`config.mk`:
```
export PLATFORM = sky130hd
export DESIGN_NAME = jtag_tap_controller
export DESIGN_NICKNAME = d
export VERILOG_FILES = /design/src/rtl/jtag_tap_controller.sv
export SDC_FILE = /design/constraint.sdc
export NUM_CORES = 1
export LEC_CHECK = 0
export BUFFER_PORTS_ARGS = -buffer_cell sky130_fd_sc_hd__buf_4
export CORE_MARGIN = 3
export CORE_UTILIZATION = 60
export DETAILED_ROUTE_END_ITERATION = 6
export HOLD_SLACK_MARGIN = 0.05
export PLACE_DENSITY = 0.83
export SYNTH_ARGS = -nofsm -noshare
export SYNTH_HDL_FRONTEND = slang
export SYNTH_SLANG_ARGS = --single-unit
```
`constraint.sdc`:
```
create_clock -name tck -period 4.8 [get_ports tck]
set_input_delay 0.24 -clock tck [delete_from_list [all_inputs] [get_ports tck]]
set_output_delay 0.24 -clock tck [all_outputs]
set_load 0.1 [all_outputs]
```
`src/rtl/jtag_tap_controller.sv`:
```
// IEEE 1149.1 TAP controller: 16-state TAP FSM, instruction register, BYPASS and
// IDCODE data registers, and decode/TDO muxing for externally held user registers.
module jtag_tap_controller #(
  parameter int          IR_WIDTH         = 4,
  parameter logic [31:0] IDCODE_VALUE     = 32'h1000_0001,
  parameter int          IDCODE_OPCODE    = 1,
  parameter int          NUM_USER         = 2,
  parameter int          USER_OPCODE_BASE = 8
) (
  input  logic                tck,
  input  logic                trst,
  input  logic                tms,
  input  logic                tdi,
  output logic                tdo,
  output logic                tdo_en,
  output logic [IR_WIDTH-1:0] ir,
  output logic [NUM_USER-1:0] user_sel,
  output logic                capture_dr,
  output logic                shift_dr,
  output logic                update_dr,
  input  logic [NUM_USER-1:0] user_tdo,
  output logic [3:0]          state
);

  typedef enum logic [3:0] {
    TLR    = 4'h0,
    RTI    = 4'h1,
    SEL_DR = 4'h2,
    CAP_DR = 4'h3,
    SH_DR  = 4'h4,
    EX1_DR = 4'h5,
    PAU_DR = 4'h6,
    EX2_DR = 4'h7,
    UPD_DR = 4'h8,
    SEL_IR = 4'h9,
    CAP_IR = 4'hA,
    SH_IR  = 4'hB,
    EX1_IR = 4'hC,
    PAU_IR = 4'hD,
    EX2_IR = 4'hE,
    UPD_IR = 4'hF
  } tap_state_t;

  localparam logic [IR_WIDTH-1:0] IR_IDCODE  = IR_WIDTH'(IDCODE_OPCODE);
  localparam logic [IR_WIDTH-1:0] IR_CAPTURE = IR_WIDTH'(1);

  tap_state_t          cur_state;
  logic [IR_WIDTH-1:0] ir_shift;
  logic [31:0]         idcode_sr;
  logic                bypass_reg;
  logic                idcode_sel;
  logic                bypass_sel;
  logic                dr_lsb;
  logic                enter_tlr;

  always_ff @(posedge tck or negedge trst) begin
    if (!trst) begin
      cur_state <= TLR;
    end else begin
      unique case (cur_state)
        TLR:    cur_state <= tms ? TLR    : RTI;
        RTI:    cur_state <= tms ? SEL_DR : RTI;
        SEL_DR: cur_state <= tms ? SEL_IR : CAP_DR;
        CAP_DR: cur_state <= tms ? EX1_DR : SH_DR;
        SH_DR:  cur_state <= tms ? EX1_DR : SH_DR;
        EX1_DR: cur_state <= tms ? UPD_DR : PAU_DR;
        PAU_DR: cur_state <= tms ? EX2_DR : PAU_DR;
        EX2_DR: cur_state <= tms ? UPD_DR : SH_DR;
        UPD_DR: cur_state <= tms ? SEL_DR : RTI;
        SEL_IR: cur_state <= tms ? TLR    : CAP_IR;
        CAP_IR: cur_state <= tms ? EX1_IR : SH_IR;
        SH_IR:  cur_state <= tms ? EX1_IR : SH_IR;
        EX1_IR: cur_state <= tms ? UPD_IR : PAU_IR;
        PAU_IR: cur_state <= tms ? EX2_IR : PAU_IR;
        EX2_IR: cur_state <= tms ? UPD_IR : SH_IR;
        UPD_IR: cur_state <= tms ? SEL_DR : RTI;
      endcase
    end
  end

  assign state      = cur_state;
  assign capture_dr = (cur_state == CAP_DR);
  assign shift_dr   = (cur_state == SH_DR);
  assign update_dr  = (cur_state == UPD_DR);

  // TLR is only reachable from SelIR or TLR itself; forcing ir on entry keeps
  // user_sel from lingering for a cycle after a TMS reset.
  assign enter_tlr = tms && ((cur_state == SEL_IR) || (cur_state == TLR));

  always_ff @(posedge tck or negedge trst) begin
    if (!trst) begin
      ir_shift <= IR_CAPTURE;
    end else if (cur_state == CAP_IR) begin
      ir_shift <= IR_CAPTURE;
    end else if (cur_state == SH_IR) begin
      ir_shift <= {tdi, ir_shift[IR_WIDTH-1:1]};
    end
  end

  always_ff @(posedge tck or negedge trst) begin
    if (!trst) begin
      ir <= IR_IDCODE;
    end else if (enter_tlr || (cur_state == TLR)) begin
      ir <= IR_IDCODE;
    end else if (cur_state == UPD_IR) begin
      ir <= ir_shift;
    end
  end

  assign idcode_sel = (ir == IR_IDCODE);

  for (genvar k = 0; k < NUM_USER; k++) begin : g_user_dec
    assign user_sel[k] = (ir == IR_WIDTH'(USER_OPCODE_BASE + k));
  end

  assign bypass_sel = !idcode_sel && !(|user_sel);

  always_ff @(posedge tck or negedge trst) begin
    if (!trst) begin
      idcode_sr <= IDCODE_VALUE;
    end else if (idcode_sel && (cur_state == CAP_DR)) begin
      idcode_sr <= IDCODE_VALUE;
    end else if (idcode_sel && (cur_state == SH_DR)) begin
      idcode_sr <= {tdi, idcode_sr[31:1]};
    end
  end

  always_ff @(posedge tck or negedge trst) begin
    if (!trst) begin
      bypass_reg <= 1'b0;
    end else if (bypass_sel && (cur_state == CAP_DR)) begin
      bypass_reg <= 1'b0;
    end else if (bypass_sel && (cur_state == SH_DR)) begin
      bypass_reg <= tdi;
    end
  end

  always_comb begin
    dr_lsb = bypass_reg;
    if (idcode_sel) begin
      dr_lsb = idcode_sr[0];
    end else if (|user_sel) begin
      dr_lsb = |(user_sel & user_tdo);
    end
  end

  // TDO is launched on the falling edge so the probe samples it half a period later.
  always_ff @(negedge tck or negedge trst) begin
    if (!trst) begin
      tdo    <= 1'b0;
      tdo_en <= 1'b0;
    end else begin
      tdo_en <= (cur_state == SH_IR) || (cur_state == SH_DR);
      if (cur_state == SH_IR) begin
        tdo <= ir_shift[0];
      end else if (cur_state == SH_DR) begin
        tdo <= dr_lsb;
      end else begin
        tdo <= 1'b0;
      end
    end
  end

endmodule
```
==> results.ini <==
[status]
status=finished clean

[power_and_ir_drop]
ir_drop_v=0.000613
comb_power_share_pct=51.0
power_leakage_nw=1.14
powerDensity_nw_per_um2=710
power.switching_w=0.000904
seqPwrFrac_pct=33.0
switching_share_pct=50.1
clkPwrFrac_pct=15.9
p_int_w=0.000901

[global_routing]
grt_overflow_total=0
grt_pass1_vias=1536
antenna_found_initial=0
grt_usage_pct=21.3
grt_start_max_net_pins=48
grt_pass1_wl_um=7350

[hold_path]
min_path_type=input port to flop

[timing]
setup_ws_ns=0.714
fin_skew_ns=0.00753
tightest_slew_ns=0.711
final.setup.tns_ns=0
hold_viol_final=0
relSlewSlack_pct=52.5
setup_viol=0
finalMaxSlewViolations=0
rsz0062_at_grt=false

[synthesis]
synth-edff-count=0
yosys-top-cells-area=dfrtp_1 46%, nand4_1 8.9%, inv_1 5.7%, o21ai_0 5.3%, dfstp_2 4.7%
synth_cells=235
synth_top_area_share_pct=45.5
syn_area_per_cell_um2=9.59
synth_area_um2=2250
ys_types=42
ys.flop_type=dfrtp_1
yosysSeqAreaShare_pct=52.4
syn_nets=241
yosysMostFrequentCell=dfrtp_1
yosysWarnings=0
synth_area_leader_cell=dfrtp_1
async_flop_share_pct=100
ys_ff_latch=47
synth_common_cells=41 x dfrtp_1, 34 x inv_1, 32 x nand4_1, 24 x o21ai_0

[worst_setup_path]
cp_slowest_cell=or4b_4
endpoint=tdo
worstSetupEndpointType=flop
cp.required_ns=2.72
crit_type=flop to flop
rrSetupSlack_ns=0.71
max_stage_delay_ns=0.64
r2r_cells=4
crit_start=state[0]
arrival_ns=2.00
crit_chain=or4b_4 -> inv_2 -> o21ai_1 -> a22oi_1
r2r_end=tdo
rr_startpoint=state[0]
cp-start-kind=flop
crit_fanout=18

[die]
die_h_um=67.3
die_area_um2=4530
start_util_pct=65.0
pin_count=21
die_w_um=67.3
core_area_um2=3470
fp-row-count=21

[clock_tree]
cts_tree=done
cts_setup_buffers=0
clk_path_buf_depth=2
htree_levels=2
ctsResizeCount=0
clock_sink_count=47
clkTransAtPathRegs_ns=0.09
cts-buffers-inserted=5
cts_root_buffer=clkbuf_8
clock_latency_ns=0.30

[place]
globalplace.congestion=0.860
dp_hpwl_um=2720
place_ws_ns=0.723
portBuffers=20
dp.cells=288

[final_layout]
instances_no_fill=297
drive_gt1_share_pct=19.1
nFillCells=259
largest_reg_flops=32
nNetsFinal=256
insertedDiodeCount=0
top_register=idcode_sr
fin_util_pct=73.4
area_growth_pct=12.9

[route]
vias=1726
final_antenna_net_count=0
wl_per_cell_um=14.2
drcViolationCount=0
first_pass_iters=4
drt_iter0_drc=197
totalWireLength_um=4210
routed_via_density=5.81

[flow_run]
maxCapViolCount=0

## critical path, delay by kind of cell (launching register included)
family | cells | cell delay, ns
simple gates | 1 | 0.64
flops | 1 | 0.58
buf+inv | 1 | 0.21
compound gates | 2 | 0.28
## through the flow
step	power, W	hold WS (ns)	instance area [um^2]
after floorplan	0.00133	-0.0556	2250
after global placement	0.00151	0.277	2420
after detailed placement	0.00152	0.277	2420
after CTS	0.00181	0.201	2540
after global routing	0.00191	0.213	2540
final	0.00181	0.202	2540
## placed cells by master, fill, tap and decap left out, types with 2 or more instances in the layout
| cell type | instances |
|---|---|
| dfrtn_1 | 2 |
| nor2_1 | 7 |
| nand4_1 | 32 |
| nand2_1 | 8 |
| a21oi_1 | 4 |
| and2_1 | 2 |
| nand3b_1 | 2 |
| nand3_1 | 4 |
| o21ai_1 | 11 |
| o21a_1 | 2 |
| nand2b_1 | 3 |
| a211oi_1 | 4 |
| dfstp_2 | 4 |
| o21ai_0 | 24 |
| mux2i_1 | 5 |
| clkbuf_8 | 5 |
| nor2b_1 | 3 |
| nor3_1 | 2 |
| or2_2 | 3 |
| buf_4 | 25 |
| mux2_2 | 2 |
| inv_1 | 34 |
| dfrtp_1 | 41 |
## power by group through the flow
stage          logic, W  registers (W)  clock network (W)
5_1_grt        0.000986       0.000613           0.000311
3_5_place_dp   0.000919       0.000604                  0
4_1_cts        0.000923       0.000596           0.000294
2_1_floorplan  0.000500       0.000832                  0
3_3_place_gp   0.000915       0.000598                  0
6_report       0.000921       0.000597           0.000288
## worst min-delay path by stage
stage | slack (ns) | depth (start not counted) | from | to
after global placement | 0.28 | 1 | trst | idcode_sr[10]
after CTS | 0.20 | 3 | tdi | ir_shift[3]
after floorplan | -0.06 | 0 | trst | bypass_reg
after detailed placement | 0.28 | 1 | trst | idcode_sr[10]
final | 0.20 | 3 | tdi | ir_shift[3]
after global routing | 0.21 | 3 | tdi | ir_shift[3]
## per-layer routing
| layer | share of wire [%] | wire (um) | track usage, % | vias to the layer above |
|---|---|---|---|---|
| met5 | 0 | 0 | 0 | - |
| met1 | 49 | 2070 | 31.3 | 836 |
| met2 | 46 | 1930 | 31.7 | 32 |
| li1 | - | - | - | 853 |
| met4 | 1.2 | 52 | 6.08 | 0 |
| met3 | 3.7 | 157 | 4.83 | 5 |
## repair_timing
item,4_1_cts,5_1_grt
hold endpoints to repair,41,0
setup endpoints to repair,0,0
hold buffers,1,0
## layout make-up
cell class	count	area, um^2	area share, %
Clock inverter	3	43.8	1.72
Multi-Input combinational cell	135	865	34.0
Clock buffer	5	68.8	2.70
Tap cell	46	57.6	2.26
Sequential cell	47	1180	46.4
Timing Repair Buffer	26	198	7.77
Inverter	35	131	5.16
## kinds of logic (layout without fill, tap and decap cells)
family / Yosys count / in the layout / share of synthesized area (%)
AND/OR/NAND/NOR: 74 / 74 / 20.1
AO/OA/AOI/OAI: 53 / 53 / 14.3
buffers and inverters: 53 / 69 / 9.66
flip-flops: 47 / 47 / 52.4
multiplexers: 7 / 7 / 3.22
XOR/XNOR: 1 / 1 / 0.389
(Power assumes the default switching activity.)
